`src/rtl/mem_arbiter.sv`:
```
// Two-port single-memory arbiter with lock-based ownership and a one-cycle read return path.
// Define MEM_ARB_RR_EN for round-robin on simultaneous requests; default build is fixed priority to port 0.
module mem_arbiter #(
  parameter int ADDR_WIDTH = 6,
  parameter int DATA_WIDTH = 16
) (
  input  logic                  clk,
  input  logic                  rst_n,
  input  logic                  r0_req,
  input  logic                  r0_lock,
  input  logic                  r0_we,
  input  logic [ADDR_WIDTH-1:0] r0_addr,
  input  logic [DATA_WIDTH-1:0] r0_wdata,
  output logic                  r0_gnt,
  output logic                  r0_rvalid,
  output logic [DATA_WIDTH-1:0] r0_rdata,
  input  logic                  r1_req,
  input  logic                  r1_lock,
  input  logic                  r1_we,
  input  logic [ADDR_WIDTH-1:0] r1_addr,
  input  logic [DATA_WIDTH-1:0] r1_wdata,
  output logic                  r1_gnt,
  output logic                  r1_rvalid,
  output logic [DATA_WIDTH-1:0] r1_rdata,
  output logic                  mem_we,
  output logic [ADDR_WIDTH-1:0] mem_addr,
  output logic [DATA_WIDTH-1:0] mem_data,
  input  logic [DATA_WIDTH-1:0] mem_in
);

  typedef enum logic [1:0] {
    IDLE = 2'd0,
    OWN0 = 2'd1,
    OWN1 = 2'd2
  } state_t;

  state_t state_r;
  state_t state_nxt_s;
  logic   last_gnt_r;
  logic   pend0_r;
  logic   pend1_r;
  logic   gnt0_s;
  logic   gnt1_s;
  logic   pick1_s;

`ifdef MEM_ARB_RR_EN
  // On a tie, favour the port that was not served last.
  assign pick1_s = ~last_gnt_r;
`else
  // Fixed priority to port 0; last_gnt_r is still tracked but does not steer the tie.
  assign pick1_s = 1'b0 & last_gnt_r;
`endif

  // Next-state and grant decode.
  always_comb begin
    state_nxt_s = IDLE;
    gnt0_s      = 1'b0;
    gnt1_s      = 1'b0;
    case (state_r)
      IDLE: begin
        if (r0_req && r1_req) begin
          if (pick1_s) begin
            gnt1_s = 1'b1;
          end else begin
            gnt0_s = 1'b1;
          end
        end else if (r0_req) begin
          gnt0_s = 1'b1;
        end else if (r1_req) begin
          gnt1_s = 1'b1;
        end else begin
          gnt0_s = 1'b0;
        end
      end
      OWN0: begin
        if (r0_req) begin
          gnt0_s = 1'b1;
        end else begin
          gnt0_s = 1'b0;
        end
      end
      OWN1: begin
        if (r1_req) begin
          gnt1_s = 1'b1;
        end else begin
          gnt1_s = 1'b0;
        end
      end
      default: begin
        gnt0_s = 1'b0;
        gnt1_s = 1'b0;
      end
    endcase
    if (gnt0_s) begin
      state_nxt_s = r0_lock ? OWN0 : IDLE;
    end else if (gnt1_s) begin
      state_nxt_s = r1_lock ? OWN1 : IDLE;
    end else begin
      state_nxt_s = IDLE;
    end
  end

  // Grants are combinational, so reset must gate them directly to hold them low.
  assign r0_gnt = gnt0_s & rst_n;
  assign r1_gnt = gnt1_s & rst_n;

  // Memory command mux from the granted port.
  always_comb begin
    mem_we   = 1'b0;
    mem_addr = {ADDR_WIDTH{1'b0}};
    mem_data = {DATA_WIDTH{1'b0}};
    if (r0_gnt) begin
      mem_we   = r0_we;
      mem_addr = r0_addr;
      mem_data = r0_wdata;
    end else if (r1_gnt) begin
      mem_we   = r1_we;
      mem_addr = r1_addr;
      mem_data = r1_wdata;
    end else begin
      mem_we   = 1'b0;
    end
  end

  // State, last-granted port and pending-read flags.
  always_ff @(posedge clk or negedge rst_n) begin
    if (!rst_n) begin
      state_r    <= IDLE;
      last_gnt_r <= 1'b1;
      pend0_r    <= 1'b0;
      pend1_r    <= 1'b0;
    end else begin
      state_r <= state_nxt_s;
      pend0_r <= gnt0_s & ~r0_we;
      pend1_r <= gnt1_s & ~r1_we;
      if (gnt0_s) begin
        last_gnt_r <= 1'b0;
      end else if (gnt1_s) begin
        last_gnt_r <= 1'b1;
      end else begin
        last_gnt_r <= last_gnt_r;
      end
    end
  end

  // Memory returns data one cycle after the address; pass it only to the port that read.
  assign r0_rvalid = pend0_r;
  assign r1_rvalid = pend1_r;
  assign r0_rdata  = pend0_r ? mem_in : {DATA_WIDTH{1'b0}};
  assign r1_rdata  = pend1_r ? mem_in : {DATA_WIDTH{1'b0}};

endmodule

```
`config.mk`:
```
export PLATFORM = sky130hd
export DESIGN_NAME = mem_arbiter
export DESIGN_NICKNAME = d
export VERILOG_FILES = /design/src/rtl/mem_arbiter.sv
export SDC_FILE = /design/constraint.sdc
export NUM_CORES = 1
export LEC_CHECK = 0
export ABC_AREA = 1
export CAP_MARGIN = 20
export CELL_PAD_IN_SITES_DETAIL_PLACEMENT = 2
export CELL_PAD_IN_SITES_GLOBAL_PLACEMENT = 2
export CORE_MARGIN = 4
export CORE_UTILIZATION = 10
export CTS_CLUSTER_DIAMETER = 50
export CTS_CLUSTER_SIZE = 8
export DETAILED_ROUTE_END_ITERATION = 6
export PLACE_DENSITY_LB_ADDON = 0.1
export SETUP_SLACK_MARGIN = 0.02
export SYNTH_ARGS = -nofsm -noshare
export SYNTH_HDL_FRONTEND = slang
export SYNTH_SLANG_ARGS = --single-unit
```
`constraint.sdc`:
```
create_clock -name clk -period 1.31 [get_ports clk]
set_input_delay 0.262 -clock clk [delete_from_list [all_inputs] [get_ports clk]]
set_output_delay 0.262 -clock clk [all_outputs]
set_load 0.03 [all_outputs]
```
==> flow_metrics.tcl, run 1 <==
set metrics [dict create \
    hold_violations 0 \
    wirelength_mm 6.841 \
    drv_slew 0 \
    leakagePower_nw 1.664 \
    clock_latency_ns 0.22 \
    drc 0 \
    grt_start_max_net_pins 28 \
    slew_headroom_pct 81.68 \
    grt_pass1_vias 1816 \
    cts.path.max_buffers 2 \
    crit_fanout 6 \
    diodes 0 \
    status "finished, violations left" \
    via_per_inst 4.037 \
    rr_worst_depth 6 \
    power_frac_clock_pct 18.6 \
    track_usage_pct 13.51 \
    syn-mean-instance-area_um2 4.851 \
    die_h_um 96.93 \
    synth_nets 231 \
    reg2reg_from "state_r[0]" \
    syn_area_um2 790.8 \
    firstDrtPassIters 4 \
    layout_setup_ws_ns -0.2688 \
    cts_tree "built" \
    fmax_ghz 0.6334 \
    worstSetupStartpoint "state_r[0]" \
    port_buffers 126 \
    setup_viol 57 \
    irDropWorstVdd_mv 0.1886 \
    critPathLaunchType "flop" \
    dp_slack_ns -0.4547 \
    cts_made_buffers 3 \
    die_w_um 96.93 \
    grt_overflow 0 \
    yosys_warnings 0 \
    synth_seq_area_share_pct 12.66 \
    start_util_pct 10.23 \
    worstSetupPathType "reg -> out" \
    dpl_cell_area_um2 2178 \
    pwr_density_cell_nw_per_um2 477.0 \
    critPathRequiredTime_ns 1.05 \
    synthCells 163 \
    place.gp.congestion 0.6838 \
    grt_pass1_wl_mm 10.09 \
    final.fill_count 853 \
    arrival_ns 1.32 \
    r2r_end "r1_rvalid" \
    hp-class "in -> async" \
    die_area_um2 9394 \
    core_area_um2 7727 \
    post-dp-hpwl_mm 4.338 \
    period_share_pct 120.5 \
    cts.sink_count 4 \
    rows 32 \
    route.vias.total 1627 \
    intPower_w 0.0008292 \
    pin_count 127 \
    combPwrFrac_pct 71.4 \
    cts_max_level 1 \
    fin_skew_ns 0.002056 \
    design_area_um2 2978 \
    rsz0062_at_grt "yes" \
    fin_total_pwr_w 0.001420 \
    reg2reg_slack_ns 0.10 \
    drt_iter0_drc 15 \
    worst_slew_pin_slew_ns 0.2739 \
    holdBufCountCts 0 \
    fin_crit_ns 1.579 \
    ys_ff_latch 4 \
    failed_checks "negative setup slack" \
    p_sw_w 0.0005912 \
    clk_pin_slew_ns 0.03 \
    postRouteAntennaNets 0 \
    switching_share_pct 41.62 \
    areaGrowthSynthToFinish_pct 276.6 \
    maxCapViolCount 0 \
    root_buffer "clkbuf_8" \
    crit_end "mem_addr[1]" \
    ys_types 12 \
    wl_per_cell_um 16.98 \
    drive_gt1_share_pct 65.45 \
    antenna_found_initial 0 \
    endpoint_kind "output pin" \
    power_frac_seq_pct 9.9 \
    fin_nets 371 \
]
## layout make-up
cell class | count | area, µm² | share of cell area, %
well taps | 102 | 127.6 | 4.286
flip-flops and latches | 4 | 102.6 | 3.445
clock buffers | 3 | 41.29 | 1.387
repair buffers | 147 | 1672 | 56.13
multi-input cells | 110 | 893.4 | 30.00
inverters | 37 | 141.4 | 4.748
## Yosys cell counts
master / instances / area share, %
nor2_2: 1 / 0.79
nor2_4: 1 / 1.4
buf_6: 2 / 2.8
dfrtp_1: 4 / 13
nor2_1: 5 / 2.4
nand4_1: 23 / 18
clkbuf_1: 3 / 1.4
inv_1: 36 / 17
nand2_2: 1 / 0.79
buf_2: 7 / 4.4
nand2_1: 79 / 37
inv_2: 1 / 0.47
## critical path, stage by stage, from the launching register on
cell and delay, ns:
dfrtp_1 0.39, nor2_4 0.18, buf_6 0.17, nand4_1 0.13, nand2_4 0.10, buf_6 0.12
## routing by layer
layer  vias to the layer above  wire (µm)  global-route usage, %  share of wire (%)
li1                        766          -                      -                  -
met1                       779       2387                  14.65                 35
met2                        80       3859                  25.42                 56
met3                         2        552                  4.037                8.1
met4                         0         41                  3.240               0.60
met5                         -          0                      0                  0
## power by group through the flow
stage | clock (W) | combinational [W] | sequential [W]
floorplan | 0 | 0.000347 | 0.000141
global route | 0.000289 | 0.00108 | 0.000142
global placement | 0 | 0.000753 | 0.000151
CTS | 0.000270 | 0.00105 | 0.000142
finish | 0.000265 | 0.00101 | 0.000141
detailed placement | 0 | 0.000759 | 0.000151
## timing repair
| action | 4_1_cts | 5_1_grt |
|---|---|---|
| endpoints found under the setup margin | 57 | 60 |
| resized for setup | 159 | 31 |
| gates cloned | 7 | 0 |
| buffers inserted | 11 | 1 |
| pin swaps | 22 | 11 |
## layout by cell type, fill, tap and decap left out
cell / netlist / routed
nand4_1: 23 / 23
nand2_4: 0 / 43
inv_4: 0 / 1
clkdlybuf4s50_1: 0 / 55
nor2_1: 5 / 4
dfrtp_1: 4 / 2
clkbuf_8: 0 / 3
dlymetal6s2s_1: 0 / 4
buf_8: 0 / 3
dfrtp_2: 0 / 2
nand2_1: 79 / 6
buf_4: 0 / 7
inv_1: 36 / 2
buf_6: 2 / 60
dlygate4sd2_1: 0 / 8
buf_12: 0 / 6
nand2_2: 1 / 31
inv_2: 1 / 34
clkbuf_16: 0 / 1
buf_16: 0 / 3
nor2_4: 1 / 3
## worst min path at each step
| stage | start | end | slack (ns) | cells after the start |
|---|---|---|---|---|
| final | rst_n | r0_rvalid | 0.18 | 2 |
| after global routing | rst_n | state_r[0] | 0.21 | 2 |
| after CTS | rst_n | state_r[0] | 0.18 | 2 |
| after detailed placement | state_r[1] | state_r[0] | 0.66 | 4 |
| after global placement | state_r[1] | state_r[0] | 0.64 | 4 |
| after floorplan | rst_n | r0_rvalid | -0.03 | 0 |
## per-stage QoR
stage | std cells | hold WS, ns | setup TNS [ns] | utilization (%)
after floorplan | 163 | -0.03359 | 0 | -
after global placement | 387 | 0.6355 | -10.90 | 28.19
after detailed placement | 387 | 0.6560 | -10.97 | 28.19
after CTS | 408 | 0.1828 | -9.634 | 38.73
after global routing | 403 | 0.2056 | -10.59 | 38.54
final | 403 | 0.1754 | -7.881 | 38.54
## registers in the layout, indices dropped and copies added, names as in the netlist
| signal | flops |
|---|---|
| r0_rvalid | 1 |
| r1_rvalid | 1 |
| state_r | 2 |
## cells by family after synthesis
group	after synthesis	share of synthesized area (%)
flip-flops	4	12.66
AND/OR/NAND/NOR	110	61.08
buffers and inverters	49	26.26
Note: power is estimated with default switching activity, not from simulation.
==> run 2, diff against run 1 <==
--- a/config.mk
+++ b/config.mk
@@ -6,13 +6,13 @@
 export NUM_CORES = 1
 export LEC_CHECK = 0
 export ABC_AREA = 1
+export ABC_CLOCK_PERIOD_IN_PS = 1700
 export CAP_MARGIN = 20
 export CELL_PAD_IN_SITES_DETAIL_PLACEMENT = 2
 export CELL_PAD_IN_SITES_GLOBAL_PLACEMENT = 2
 export CORE_MARGIN = 4
 export CORE_UTILIZATION = 10
 export CTS_CLUSTER_DIAMETER = 50
-export CTS_CLUSTER_SIZE = 8
 export DETAILED_ROUTE_END_ITERATION = 6
 export PLACE_DENSITY_LB_ADDON = 0.1
 export SETUP_SLACK_MARGIN = 0.02
==> constraint.sdc (replaced) <==
create_clock -name clk -period 1.7 [get_ports clk]
set_input_delay 0.34 -clock clk [delete_from_list [all_inputs] [get_ports clk]]
set_output_delay 0.34 -clock clk [all_outputs]
set_load 0.03 [all_outputs]
==> run 2 against run 1 <==
Effect of this change: the flow still finishes with violations (negative setup slack); first-iteration DRC count stayed put; sequential power is 27% lower; register-to-register slack better by 0.47 ns; flip-flop and latch count stayed put.
==> flow_metrics.tcl, run 2 (same netlist as run 1, synthesis figures left out) <==
set metrics [dict create \
    antenna_found_initial 0 \
    track_usage_pct 12.36 \
    die_w_um 96.93 \
    largest_register_ff_count 2 \
    rows 32 \
    period_share_pct 105.1 \
    postRouteAntennaNets 0 \
    rsz0062_at_grt "yes" \
    route.vias.total 1559 \
    drive_gt1_share_pct 38.33 \
    fin_hold_ws_ns 0.4595 \
    critPathLaunchType "flop" \
    intPower_w 0.0005968 \
    final.fill_count 930 \
    clock_latency_ns 0.21 \
    arrival_ns 1.45 \
    fin_nets 370 \
    die_area_um2 9394 \
    cts.path.max_buffers 2 \
    worst_slew_pin_slew_ns 0.2068 \
    drc 0 \
    fmax_ghz 0.5596 \
    grt_pass1_vias 1841 \
    grt_overflow 0 \
    regMostFlops "state_r" \
    combPwrFrac_pct 69.5 \
    hold_violations 0 \
    slew_headroom_pct 86.21 \
    failed_checks "negative setup slack" \
    wirelength_mm 5.919 \
    maxCapViolCount 0 \
    crit_buf_inv 5 \
    crit_fanout 6 \
    switching_share_pct 39.46 \
    wl_per_cell_um 14.72 \
    cts_made_buffers 3 \
    pwr_density_cell_nw_per_um2 394.3 \
    dp_slack_ns -0.1771 \
    die_h_um 96.93 \
    layout_common_cells "64 x clkdlybuf4s50_1, 52 x nand2_1, 43 x buf_4, 34 x inv_1, 27 x buf_6" \
    power_frac_seq_pct 10.5 \
    fin_crit_ns 1.787 \
    drv_slew 0 \
    diodes 0 \
    mostFrequentLayoutCell "clkdlybuf4s50_1" \
    cp_slowest_stage_delay_ns 0.37 \
    cts_max_level 1 \
    core_area_um2 7727 \
    leakagePower_nw 1.457 \
    via_per_inst 3.878 \
    layout_setup_ws_ns -0.08713 \
    worstSetupPathType "reg -> out" \
    power_frac_clock_pct 20.1 \
    start_util_pct 10.23 \
    status "finished, violations left" \
    holdBufCountCts 0 \
    setup_viol 9 \
    place.gp.congestion 0.6961 \
    crit_family "buffers and inverters" \
    areaGrowthSynthToFinish_pct 216.1 \
    firstDrtPassIters 2 \
    hp-class "in -> async" \
    grt_pass1_wl_mm 9.501 \
    crit_slowest_cell "dfrtp_1" \
    pin_count 127 \
    p_sw_w 0.0003890 \
    post-dp-hpwl_mm 4.179 \
    regArea_um2 100.1 \
    grt_start_max_net_pins 27 \
    endpoint_kind "output pin" \
    root_buffer "clkbuf_8" \
    clk_pin_slew_ns 0.03 \
    port_buffers 126 \
    irDropWorstVdd_mv 0.1199 \
    drt_iter0_drc 15 \
    cts_tree "built" \
    crit_chain "inv_2 > nand2_4 > nor2_4 > buf_6 > buf_12 > buf_12 > nand2_2 > nand2_2 > buf_6" \
    multi_input_area_um2 615.6 \
    cts.sink_count 4 \
    fin_skew_ns 0.00004659 \
    critPathRequiredTime_ns 1.36 \
]
## run 2: cell types whose count changed in the layout (fill, tap and decap cells not counted), sizes merged
cell	before	now
clkbuf	4	3
dlymetal6s2s	4	0
dlygate4sd2	8	3
clkdlybuf4s50	55	64
## run 2: repair_timing
action                                  4_1_cts  5_1_grt
gates resized for setup                      72       12
pin swaps                                    16        9
buffers inserted                              8        4
cloned                                        4        0
endpoints found under the setup margin       25       25
## run 2: worst paths after layout
check	from	endpoint	slack, ns	depth (start not counted)
worst max-delay path	state_r[1]	mem_addr[1]	-0.09	9
worst min-delay path	rst_n	state_r[0]	0.46	3
worst max register to register	state_r[1]	r1_rvalid	0.57	7
worst min register to register	state_r[1]	r0_rvalid	0.85	5
max in group asynchronous	rst_n	state_r[1]	1.14	3
min in group clk	r0_lock	state_r[0]	0.65	3
## run 2: power by group through the flow
stage	combinational [W]	clock [W]	sequential, W
floorplan	0.000240	0	0.000108
global placement	0.000567	0	0.000103
detailed placement	0.000569	0	0.000103
CTS	0.000707	0.000207	0.000103
global route	0.000734	0.000214	0.000103
finish	0.000685	0.000198	0.000103
## run 2: cell type report
| cell class | count | area share (%) |
|---|---|---|
| multi-input combinational | 110 | 24.62 |
| tap | 102 | 5.105 |
| clock buffer | 3 | 1.652 |
| sequential | 4 | 4.004 |
| inverter | 37 | 5.556 |
| timing repair buffer | 146 | 59.06 |
## run 2: through the flow
| stage | util (%) | cell area, µm² | setup TNS (ns) | power, W | cells |
|---|---|---|---|---|---|
| global placement | 26.76 | 2068 | -3.666 | 0.0006704 | 388 |
| finish | 32.35 | 2500 | -0.5270 | 0.0009858 | 402 |
| CTS | 32.74 | 2530 | -0.8969 | 0.001017 | 403 |
| detailed placement | 26.76 | 2068 | -3.662 | 0.0006719 | 388 |
| floorplan | - | 790.8 | 0 | 0.0003488 | 163 |
| global route | 32.35 | 2500 | -2.642 | 0.001051 | 402 |
## run 2: per-layer routing
layer	part of all wire (%)	track usage, %	vias up
met5	0	0	-
met4	0	1.296	0
met3	9.0	4.903	0
met2	50	22.03	71
met1	41	14.35	726
li1	-	-	762
## run 2: worst min-delay path, delay by kind of cell
kind	cells	cell delay (ns)
buf+inv	3	0.65
